## src/rtl/solve_sequencer.sv

```systemverilog
`default_nettype none
// ============================================================================
// Module   : solve_sequencer
// Purpose  : Top-level scheduler for the klotski solver. Places tiles
//            1..N_TILES in row-major order by issuing one move_num job per
//            tile, waiting for its finish pulse and checking each placement.
//            Optional macro SOLVE_CYCLE_CNT_EN enables the o_cycles counter;
//            without it o_cycles is tied to zero.
// Revision : 1.0 - initial release
// ============================================================================
module solve_sequencer #(
    parameter int N_TILES        = 12,
    parameter int TIMEOUT_CYCLES = 4096
) (
    input  logic        i_clk,
    input  logic        i_rst_n,
    input  logic        i_start,
    input  logic [63:0] i_klotski,
    output logic        o_mn_start,
    output logic [63:0] o_mn_klotski,
    output logic [15:0] o_mn_mask,
    output logic [3:0]  o_mn_target,
    output logic [3:0]  o_mn_number,
    input  logic [63:0] i_mn_klotski,
    input  logic [15:0] i_mn_mask,
    input  logic        i_mn_finished,
    output logic [63:0] o_klotski,
    output logic [3:0]  o_step,
    output logic        o_busy,
    output logic        o_done,
    output logic        o_error,
    output logic [23:0] o_cycles
);

    localparam int          c_to_w      = $clog2(TIMEOUT_CYCLES + 1);
    localparam logic [c_to_w-1:0] c_to_last = c_to_w'(TIMEOUT_CYCLES - 1);
    localparam logic [3:0]  c_last_step = 4'(N_TILES);

    localparam logic [2:0] S_IDLE  = 3'd0;
    localparam logic [2:0] S_ISSUE = 3'd1;
    localparam logic [2:0] S_WAIT  = 3'd2;
    localparam logic [2:0] S_CHECK = 3'd3;
    localparam logic [2:0] S_DONE  = 3'd4;
    localparam logic [2:0] S_ERR   = 3'd5;

    logic [2:0]        r_state;
    logic [63:0]       r_board;
    logic [15:0]       r_mask;
    logic [3:0]        r_step;
    logic [c_to_w-1:0] r_to;
    logic              r_mn_start;
    logic [3:0]        r_mn_target;
    logic [3:0]        r_mn_number;
    logic              r_busy;
    logic              r_done;
    logic              r_error;

    logic              w_accept;
    logic [3:0]        w_tgt;
    logic [3:0]        w_tile;
    logic              w_pass;

    // The target of tile n is {(n-1)>>2,(n-1)&3}, which is simply n-1 in 4 bits.
    assign w_accept = (r_state == S_IDLE) && i_start;
    assign w_tgt    = r_step - 4'd1;
    assign w_tile   = r_board[{w_tgt, 2'b00} +: 4];
    assign w_pass   = (w_tile == r_step) && r_mask[w_tgt];

    // Sequencer FSM; every output flop is loaded on the edge that enters the
    // state in which it must be visible, so all outputs come straight from flops.
    always_ff @(posedge i_clk or negedge i_rst_n) begin
        if (!i_rst_n) begin
            r_state     <= S_IDLE;
            r_board     <= '0;
            r_mask      <= '0;
            r_step      <= '0;
            r_to        <= '0;
            r_mn_start  <= 1'b0;
            r_mn_target <= '0;
            r_mn_number <= '0;
            r_busy      <= 1'b0;
            r_done      <= 1'b0;
            r_error     <= 1'b0;
        end else begin
            case (r_state)
                S_IDLE: begin
                    if (w_accept) begin
                        r_board     <= i_klotski;
                        r_mask      <= '0;
                        r_step      <= 4'd1;
                        r_error     <= 1'b0;
                        r_busy      <= 1'b1;
                        r_mn_start  <= 1'b1;
                        r_mn_number <= 4'd1;
                        r_mn_target <= 4'd0;
                        r_to        <= '0;
                        r_state     <= S_ISSUE;
                    end
                end
                S_ISSUE: begin
                    // Timeout counter measures cycles since the start pulse.
                    r_mn_start <= 1'b0;
                    r_to       <= r_to + 1'b1;
                    r_state    <= S_WAIT;
                end
                S_WAIT: begin
                    if (i_mn_finished) begin
                        r_board <= i_mn_klotski;
                        r_mask  <= i_mn_mask;
                        r_state <= S_CHECK;
                    end else if (r_to == c_to_last) begin
                        r_error <= 1'b1;
                        r_busy  <= 1'b0;
                        r_state <= S_ERR;
                    end else begin
                        r_to <= r_to + 1'b1;
                    end
                end
                S_CHECK: begin
                    if (!w_pass) begin
                        r_error <= 1'b1;
                        r_busy  <= 1'b0;
                        r_state <= S_ERR;
                    end else if (r_step == c_last_step) begin
                        r_done  <= 1'b1;
                        r_busy  <= 1'b0;
                        r_step  <= 4'd0;
                        r_state <= S_DONE;
                    end else begin
                        r_step      <= r_step + 4'd1;
                        r_mn_start  <= 1'b1;
                        r_mn_number <= r_step + 4'd1;
                        r_mn_target <= r_step;
                        r_to        <= '0;
                        r_state     <= S_ISSUE;
                    end
                end
                S_DONE: begin
                    r_done  <= 1'b0;
                    r_state <= S_IDLE;
                end
                S_ERR: begin
                    r_state <= S_IDLE;
                end
                default: begin
                    r_state <= S_IDLE;
                end
            endcase
        end
    end

    assign o_mn_start   = r_mn_start;
    assign o_mn_klotski = r_board;
    assign o_mn_mask    = r_mask;
    assign o_mn_target  = r_mn_target;
    assign o_mn_number  = r_mn_number;
    assign o_klotski    = r_board;
    assign o_step       = r_step;
    assign o_busy       = r_busy;
    assign o_done       = r_done;
    assign o_error      = r_error;

`ifdef SOLVE_CYCLE_CNT_EN
    logic [23:0] r_cycles;

    // Solve-length counter: counts every non-idle cycle including the closing
    // DONE/ERR cycle, saturates, and holds until the next accepted start.
    always_ff @(posedge i_clk or negedge i_rst_n) begin
        if (!i_rst_n) begin
            r_cycles <= '0;
        end else if (w_accept) begin
            r_cycles <= '0;
        end else if ((r_state != S_IDLE) && (r_cycles != 24'hFFFFFF)) begin
            r_cycles <= r_cycles + 24'd1;
        end
    end

    assign o_cycles = r_cycles;
`else
    assign o_cycles = '0;
`endif

endmodule
`default_nettype wire

```

## config.mk

```make
export PLATFORM = sky130hd
export DESIGN_NAME = solve_sequencer
export DESIGN_NICKNAME = d
export VERILOG_FILES = /design/src/rtl/solve_sequencer.sv
export SDC_FILE = /design/constraint.sdc
export NUM_CORES = 1
export LEC_CHECK = 0
export BUFFER_PORTS_ARGS = -buffer_cell sky130_fd_sc_hd__buf_4
export CAP_MARGIN = 10
export CORE_AREA = 10 10 127 129
export DETAILED_ROUTE_END_ITERATION = 12
export DIE_AREA = 0 0 137 139
export HOLD_SLACK_MARGIN = 0.1
export MAX_ROUTING_LAYER = met4
export PLACE_DENSITY = 0.85
export SLEW_MARGIN = 20
export SYNTH_ARGS = -nofsm -noshare
export SYNTH_HDL_FRONTEND = slang
export SYNTH_SLANG_ARGS = --single-unit
```

## constraint.sdc

```tcl
create_clock -name i_clk -period 5.2 [get_ports i_clk]
set_input_delay 1.04 -clock i_clk [delete_from_list [all_inputs] [get_ports i_clk]]
set_output_delay 1.04 -clock i_clk [all_outputs]
set_load 0.01 [all_outputs]
```

==> impl_metrics.env, run 1 <==
export IMPL_status="completed"
export IMPL_synth_async_reset_ratio_pct=100
export IMPL_tightest_slew_ns=1.11
export IMPL_post_route_min_period_ns=3.71
export IMPL_grt_setup_unrepaired="false"
export IMPL_h_tree_depth=3
export IMPL_clk_insertion_delay_late_ns=0.36
export IMPL_finalNetCount=1055
export IMPL_fmax_ghz=0.269
export IMPL_tns_ns=0
export IMPL_fin_crit_sh_pct=71.4
export IMPL_power_density_nw_per_um2=547
export IMPL_setup_violations=0
export IMPL_path_max_fanout=22
export IMPL_drive_gt1_share_pct=38.8
export IMPL_hp_class="reg2reg"
export IMPL_cts_buffer_depth=2
export IMPL_avgRoutedWirePerCell_um=20.9
export IMPL_drtPass1Iterations=5
export IMPL_grt_pass1_vias=5877
export IMPL_synthFlopType="dfrtp_1"
export IMPL_antenna_found_initial=0
export IMPL_drt_iter0_drc=420
export IMPL_diodes=0
export IMPL_drv_slew=0
export IMPL_fp_dieW_um=137
export IMPL_fin_util_pct=64.7
export IMPL_clk_pin_slew_ns=0.08
export IMPL_post_cts_resized=0
export IMPL_initial_core_util_pct=49.0
export IMPL_fp_dieH_um=139
export IMPL_cts_made_buffers=9
export IMPL_yosys_warnings=0
export IMPL_finalHoldViolCount=0
export IMPL_wl_mm=22.8
export IMPL_synth_edf_count=0
export IMPL_cap_violations=0
export IMPL_ys_seq_area_share_pct=41.9
export IMPL_total_power_mw=4.83
export IMPL_grt_first_pass_wirelength_mm=34.7
export IMPL_layout_common_cells="309 x buf_4, 118 x nand2_1, 112 x dfrtp_1"
export IMPL_multiInputGateArea_sq_um=3110
export IMPL_io_pins=332
export IMPL_syn2layout_area_growth_pct=32.0
export IMPL_grt_max_degree=161
export IMPL_cts_root_buf="clkbuf_16"
export IMPL_synth_avg_cell_area_sq_um=9.76
export IMPL_cts_setup_buffers=0
export IMPL_viasPerCell=5.31
export IMPL_synth_distinct_cells=56
export IMPL_place_congestion=0.909
export IMPL_num_vias=5779
export IMPL_fin_ws_ns=1.49
export IMPL_dieArea_sq_um=19000
export IMPL_p_leak_nw=4.27
export IMPL_io_buffers=307
export IMPL_fill_cells=1134
export IMPL_ys_ff_latch=112
export IMPL_finClkSkew_ns=0.0132
export IMPL_syn_area_sq_um=6690
export IMPL_synthCells=686
export IMPL_vdd_drop_max_mv=0.341
export IMPL_arrival_ns=3.96
export IMPL_maxSlewHeadroom_pct=25.5
export IMPL_cts_tree="done"
export IMPL_startpoint_type="register"
export IMPL_drcViolationCount=0
export IMPL_final_common_cell="buf_4"
export IMPL_cts_sinks=112
export IMPL_grt_overflow=0
export IMPL_crit_path_end_kind="register"
export IMPL_ant_nets=0
export IMPL_crit_required_ns=5.44
export IMPL_rows=43
export IMPL_core_sq_um=13700
export IMPL_preCtsSetupSlack_ns=1.50
export IMPL_place_hpwl_mm=18.4
export IMPL_cts_hold_buf=0
export IMPL_regArea_sq_um=2800
export IMPL_grt_util_all_layers_pct=24.1
export IMPL_critPathKind="reg2reg"
==> state kept, by name, summed over array words and instances, names as in the netlist <==
name         flops
r_state          3
o_klotski       64
o_mn_target      4
o_done           1
o_mn_start       1
o_mn_number      4
o_step           4
r_to            13
o_busy           1
o_error          1
o_mn_mask       16
==> cells in the mapped netlist (2+ instances only) <==
library cell,count,area [sq um]
xor2_1,2,17.5
mux2i_1,66,661
buf_4,88,661
mux4_1,9,236
nand3_1,8,40.0
a31oi_1,3,18.8
and2_1,3,18.8
nand2_1,118,443
or3_1,10,62.6
a21oi_1,15,75.1
mux4_2,10,225
buf_2,2,10.0
inv_1,11,41.3
nand2b_1,10,62.6
o31ai_1,3,22.5
a31o_2,3,26.3
a22oi_1,2,15.0
o31a_1,2,17.5
nor4_1,2,12.5
nor2_1,11,41.3
nor3_1,4,20.0
xnor2_1,6,52.6
buf_6,2,22.5
clkbuf_1,27,101
and3_1,5,31.3
o21ai_0,98,490
a22o_1,7,61.3
o32ai_1,2,17.5
dfrtp_1,112,2800
buf_1,6,22.5
nor3_4,3,48.8
a21boi_0,2,15.0
ha_1,3,37.5
nand4_1,6,37.5
nor2b_1,4,25.0
==> path summary, 6_finish.rpt <==
| path | from | to | slack (ns) | cells after the start |
|---|---|---|---|---|
| max in group asynchronous | i_rst_n | o_mn_mask[3]$_DFFE_PN0P_ | 3.29 | 2 |
| min in group asynchronous | i_rst_n | r_to[11]$_DFFE_PN0P_ | 0.79 | 1 |
| hold / removal | o_mn_mask[12]$_DFFE_PN0P_ | o_mn_mask[12]$_DFFE_PN0P_ | 0.51 | 2 |
| setup / recovery | o_step[1]$_DFFE_PN0P_ | r_to[6]$_DFFE_PN0P_ | 1.49 | 9 |
| setup reg to reg | o_step[1]$_DFFE_PN0P_ | r_to[6]$_DFFE_PN0P_ | 1.49 | 9 |
| hold reg to reg | o_mn_mask[12]$_DFFE_PN0P_ | o_mn_mask[12]$_DFFE_PN0P_ | 0.51 | 2 |
==> area by class of cell <==
class	instances	area share, %
Timing Repair Buffer	311	26.7
Inverter	12	0.510
Clock buffer	9	2.55
Tap cell	180	2.55
Clock inverter	7	0.793
Sequential cell	112	31.7
Multi-Input combinational cell	458	35.2
==> critical path, stage by stage (launching register included) <==
cell     delay, ns
dfrtp_1       0.48
inv_1         0.15
ha_1          0.73
inv_1         0.28
mux4_2        0.48
o32ai_1       0.31
a22o_1        0.24
a31oi_2       0.31
o31a_1        0.34
o31a_1        0.27
==> cells by family (layout without fill, tap and decap cells) <==
family | Yosys count | after routing | share of synthesized area (%)
buffers and inverters | 139 | 339 | 13.3
multiplexers | 87 | 87 | 17.2
AO/OA/AOI/OAI | 148 | 148 | 12.8
adder cells (fa/ha/maj) | 3 | 3 | 0.561
flip-flops | 112 | 112 | 41.9
other | 1 | 24 | 0.0560
XOR/XNOR | 9 | 9 | 1.29
AND/OR/NAND/NOR | 187 | 187 | 12.9
==> where the power goes <==
part	internal, mW	leakage [nW]	switching, mW
clock	0.340	0.147	0.353
combinational	1.22	2.68	1.32
sequential	1.18	1.43	0.416
total	2.74	4.27	2.09
==> per-layer routing <==
| layer | global-route usage, % | share of wire [%] |
|---|---|---|
| met1 | 27.3 | 38 |
| met2 | 40.4 | 53 |
| met3 | 6.34 | 6.1 |
| met4 | 7.77 | 2.8 |
| met5 | - | 0 |
==> stage by stage <==
step	area, sq um	std cells	hold slack [ns]
after floorplan	6780	709	0.479
after global placement	8540	1073	0.486
after detailed placement	8540	1073	0.498
after CTS	8840	1089	0.515
after global routing	8840	1089	0.547
final	8840	1089	0.512
Note: power is estimated with default switching activity, not from simulation.
==> run 2, diff against run 1 <==
Settings changed: CORE_AREA 10 10 127 129 to 10 10 138 140, DIE_AREA 0 0 137 139 to 0 0 148 150, PLACE_DENSITY 0.85 to 0.76.
Clock period 5.2 ns to 3.2 ns, I/O delays scaled along.
==> impl_metrics.env, run 2 (synthesis results as in run 1) <==
export IMPL_status="completed"
export IMPL_grt_max_degree=161
export IMPL_vdd_drop_max_mv=0.517
export IMPL_arrival_ns=3.22
export IMPL_grt_util_all_layers_pct=21.0
export IMPL_h_tree_depth=3
export IMPL_power_density_nw_per_um2=882
export IMPL_path_max_fanout=15
export IMPL_final_common_cell="buf_4"
export IMPL_hp_class="in2async"
export IMPL_fp_dieW_um=148
export IMPL_drtPass1Iterations=4
export IMPL_wl_mm=23.5
export IMPL_viasPerCell=5.00
export IMPL_cts_hold_buf=0
export IMPL_p_leak_nw=4.33
export IMPL_io_buffers=307
export IMPL_finalNetCount=1064
export IMPL_finalHoldViolCount=0
export IMPL_cts_sinks=112
export IMPL_antenna_found_initial=0
export IMPL_ant_nets=0
export IMPL_grt_pass1_vias=5942
export IMPL_cts_root_buf="clkbuf_16"
export IMPL_cts_setup_buffers=0
export IMPL_num_vias=5689
export IMPL_clk_pin_slew_ns=0.08
export IMPL_drt_iter0_drc=445
export IMPL_avgRoutedWirePerCell_um=20.6
export IMPL_grt_overflow=0
export IMPL_crit_path_end_kind="register"
export IMPL_drive_gt1_share_pct=39.9
export IMPL_crit_required_ns=3.45
export IMPL_post_route_min_period_ns=2.97
export IMPL_io_pins=332
export IMPL_tns_ns=0
export IMPL_tightest_slew_ns=0.653
export IMPL_largest_reg_flops=64
export IMPL_core_sq_um=16300
export IMPL_clk_insertion_delay_late_ns=0.36
export IMPL_maxSlewHeadroom_pct=56.4
export IMPL_place_congestion=0.857
export IMPL_cts_tree="done"
export IMPL_drv_slew=0
export IMPL_cts_made_buffers=9
export IMPL_critPathKind="reg2reg"
export IMPL_grt_setup_unrepaired="false"
export IMPL_syn2layout_area_growth_pct=34.9
export IMPL_cap_violations=0
export IMPL_grt_first_pass_wirelength_mm=35.1
export IMPL_post_cts_resized=0
export IMPL_drcViolationCount=0
export IMPL_startpoint_type="register"
export IMPL_fp_dieH_um=150
export IMPL_fin_crit_sh_pct=92.8
export IMPL_finClkSkew_ns=0.0125
export IMPL_fin_util_pct=55.2
export IMPL_initial_core_util_pct=40.9
export IMPL_cts_buffer_depth=2
export IMPL_rows=47
export IMPL_layout_common_cells="316 x buf_4, 118 x nand2_1, 112 x dfrtp_1"
export IMPL_setup_violations=0
export IMPL_diodes=0
export IMPL_dieArea_sq_um=22200
export IMPL_fmax_ghz=0.337
export IMPL_place_hpwl_mm=19.1
export IMPL_r2r_cells=9
[run 2: cell types whose count changed in the layout (fill, tap and decap cells not counted), sizes merged]
cell / change
clkinvlp: +1
clkinv: -2
buf: +9
bufinv: +1
[run 2: worst paths after layout]
check	start	endpoint	slack [ns]
worst min register to register	o_mn_target[1]$_DFFE_PN0P_	o_mn_target[1]$_DFFE_PN0P_	0.51
worst max register to register	o_step[0]$_DFFE_PN0P_	o_mn_number[2]$_DFFE_PN0P_	0.23
worst min-delay path	i_rst_n	o_mn_start$_DFFE_PN0P_	0.29
max in group asynchronous	i_rst_n	o_mn_mask[12]$_DFFE_PN0P_	2.14
min in group i_clk	o_mn_target[1]$_DFFE_PN0P_	o_mn_target[1]$_DFFE_PN0P_	0.51
worst max-delay path	o_step[0]$_DFFE_PN0P_	o_mn_number[2]$_DFFE_PN0P_	0.23
[run 2: routing by layer]
layer  share of wire, %  wire length [um]  up-vias  GRT usage [%]
met5                  0                 0        -              -
met4                2.2               526        0           6.64
met3                5.6              1320       24           5.56
met2                 53             12500      196           36.0
met1                 39              9070     2702           23.3
li1                   -                 -     2767              -
[run 2: worst max-delay path, cell delays in order (launching register included)]
cell and delay, ns:
dfrtp_1 0.39, inv_1 0.09, ha_4 0.33, inv_2 0.14, mux4_2 0.50, o32ai_1 0.31
a22oi_1 0.23, nor3_4 0.43, a21oi_4 0.16, a22o_1 0.26
[run 2: cell type report]
type | instances | area, sq um
well taps | 220 | 275
repair buffers | 320 | 2450
flip-flops and latches | 112 | 2800
inverters | 12 | 45.0
clock buffers | 9 | 225
clock inverters | 7 | 86.3
fillers | 1498 | 7320
multi-input cells | 458 | 3140
[run 2: power by group]
| part | total [mW] | switching (mW) | internal (mW) |
|---|---|---|---|
| clock | 1.20 | 0.573 | 0.626 |
| combinational | 4.16 | 2.15 | 2.01 |
| sequential | 2.61 | 0.697 | 1.91 |
[run 2: metrics by stage]
| stage | worst slack, ns | hold WS (ns) | area [sq um] | cells | total power [mW] |
|---|---|---|---|---|---|
| finish | 0.231 | 0.292 | 9030 | 1138 | 7.97 |
| detailed placement | 0.247 | 0.489 | 8720 | 1122 | 6.86 |
| global route | 0.0536 | 0.340 | 9030 | 1138 | 8.50 |
| global placement | 0.360 | 0.488 | 8720 | 1122 | 6.80 |
| floorplan | 0.00630 | 0.344 | 6820 | 709 | 5.13 |
| CTS | 0.238 | 0.327 | 9030 | 1138 | 8.05 |
==> run 3, diff against run 2 <==
Settings changed: CORE_AREA 10 10 138 140 to 2 2 133 135, DIE_AREA 0 0 148 150 to 0 0 135 137, PLACE_DENSITY 0.76 to 0.73.
==> impl_metrics.env, run 3 (synthesis results as in run 1) <==
export IMPL_layout_common_cells="317 x buf_4, 118 x nand2_1, 112 x dfrtp_1"
export IMPL_cts_tree="done"
export IMPL_r2r_start="o_step[0]$_DFFE_PN0P_"
export IMPL_grt_first_pass_wirelength_mm=32.3
export IMPL_cts_root_buf="clkbuf_16"
export IMPL_holdWs_ns=0.274
export IMPL_initial_core_util_pct=39.2
export IMPL_arrival_ns=3.26
export IMPL_power_density_nw_per_um2=884
export IMPL_fp_dieH_um=137
export IMPL_cts_sinks=112
export IMPL_grt_max_degree=99
export IMPL_fp_dieW_um=135
export IMPL_met2_usage_pct=40.0
export IMPL_post_route_min_period_ns=3.01
export IMPL_largest_reg_flops=64
export IMPL_grt_pass1_vias=5700
export IMPL_core_sq_um=17100
export IMPL_clk_insertion_delay_late_ns=0.36
export IMPL_grtUsageMet1_pct=28.5
export IMPL_antenna_found_initial=0
export IMPL_syn2layout_area_growth_pct=35.7
export IMPL_place_congestion=0.862
export IMPL_cts_buffer_depth=2
export IMPL_fill_cells=1581
export IMPL_ant_nets=0
export IMPL_rows=48
export IMPL_post_cts_resized=0
export IMPL_critPathKind="reg2reg"
export IMPL_status="completed"
export IMPL_grt_util_all_layers_pct=23.8
export IMPL_drt_iter0_drc=381
export IMPL_cts_setup_buffers=0
export IMPL_finClkSkew_ns=0.00782
export IMPL_fin_crit_sh_pct=93.9
export IMPL_maxSlewHeadroom_pct=61.1
export IMPL_grt_overflow=0
export IMPL_final_common_cell="buf_4"
export IMPL_num_vias=5748
export IMPL_grt_setup_unrepaired="false"
export IMPL_place_hpwl_mm=16.9
export IMPL_wl_mm=21.2
export IMPL_drive_gt1_share_pct=39.9
export IMPL_hp_class="in2async"
export IMPL_drtPass1Iterations=6
export IMPL_startpoint_type="register"
export IMPL_finalNetCount=1066
export IMPL_drv_slew=0
export IMPL_p_leak_nw=4.35
export IMPL_cts_hold_buf=0
export IMPL_cap_violations=0
export IMPL_fmax_ghz=0.333
export IMPL_grt_use_met3_pct=4.78
export IMPL_tightest_slew_ns=0.583
export IMPL_viasPerCell=5.02
export IMPL_clk_pin_slew_ns=0.07
export IMPL_crit_required_ns=3.45
export IMPL_setup_violations=0
export IMPL_diodes=0
export IMPL_io_buffers=307
export IMPL_dieArea_sq_um=18500
export IMPL_finalHoldViolCount=0
export IMPL_tns_ns=0
export IMPL_crit_path_end_kind="register"
export IMPL_io_pins=332
export IMPL_vdd_drop_max_mv=0.553
export IMPL_drcViolationCount=0
export IMPL_avgRoutedWirePerCell_um=18.5
export IMPL_startpoint="o_step[0]$_DFFE_PN0P_"
export IMPL_path_max_fanout=15
export IMPL_top_usage_layer="met2"
export IMPL_fin_util_pct=53.2
export IMPL_h_tree_depth=3
export IMPL_cts_made_buffers=9
-- run 3: final cells by class --
type / instances / area, sq um / share of cell area [%]
tap: 225 / 282 / 3.10
inverter: 12 / 45.0 / 0.496
timing repair buffer: 322 / 2480 / 27.3
clock inverter: 4 / 73.8 / 0.813
multi-input combinational: 458 / 3140 / 34.6
sequential: 112 / 2800 / 30.9
clock buffer: 12 / 256 / 2.82
-- run 3: through the flow --
stage | cells | area [sq um] | power (mW) | setup WS [ns]
after floorplan | 709 | 6820 | 5.13 | 0.00630
after global placement | 1129 | 8750 | 6.78 | 0.327
after detailed placement | 1129 | 8750 | 6.83 | 0.229
after CTS | 1145 | 9080 | 8.11 | 0.226
after global routing | 1145 | 9080 | 8.58 | 0.0347
final | 1145 | 9080 | 8.03 | 0.194
-- run 3: routing by layer --
metal	vias to the layer above	part of all wire, %
met2	224	52
met5	-	0
met4	0	3.1
li1	2762	-
met1	2728	39
met3	34	5.6
-- run 3: path summary, 6_finish.rpt --
kind	to	slack, ns	depth (start not counted)
worst max-delay path	o_mn_number[2]$_DFFE_PN0P_	0.19	9
worst min register to register	o_mn_mask[2]$_DFFE_PN0P_	0.51	2
worst min-delay path	o_klotski[38]$_DFFE_PN0P_	0.27	1
max in group asynchronous	o_klotski[8]$_DFFE_PN0P_	2.24	2
min in group i_clk	o_mn_mask[2]$_DFFE_PN0P_	0.51	2
worst max register to register	o_mn_number[2]$_DFFE_PN0P_	0.19	9
-- run 3: power breakdown --
group / internal, mW / total [mW] / switching, mW / leakage, nW
registers: 1.91 / 2.65 / 0.740 / 1.43
logic: 2.03 / 4.11 / 2.08 / 2.75
clock network: 0.732 / 1.27 / 0.538 / 0.163
-- run 3: critical path, cell delays in order, from the launching register on --
cell and delay (ns):
dfrtp_1 0.39, inv_1 0.09, ha_4 0.32, inv_2 0.14, mux4_2 0.51, o32ai_1 0.31, a22oi_1 0.23, nor3_4 0.47
a21oi_4 0.17, a22o_1 0.26
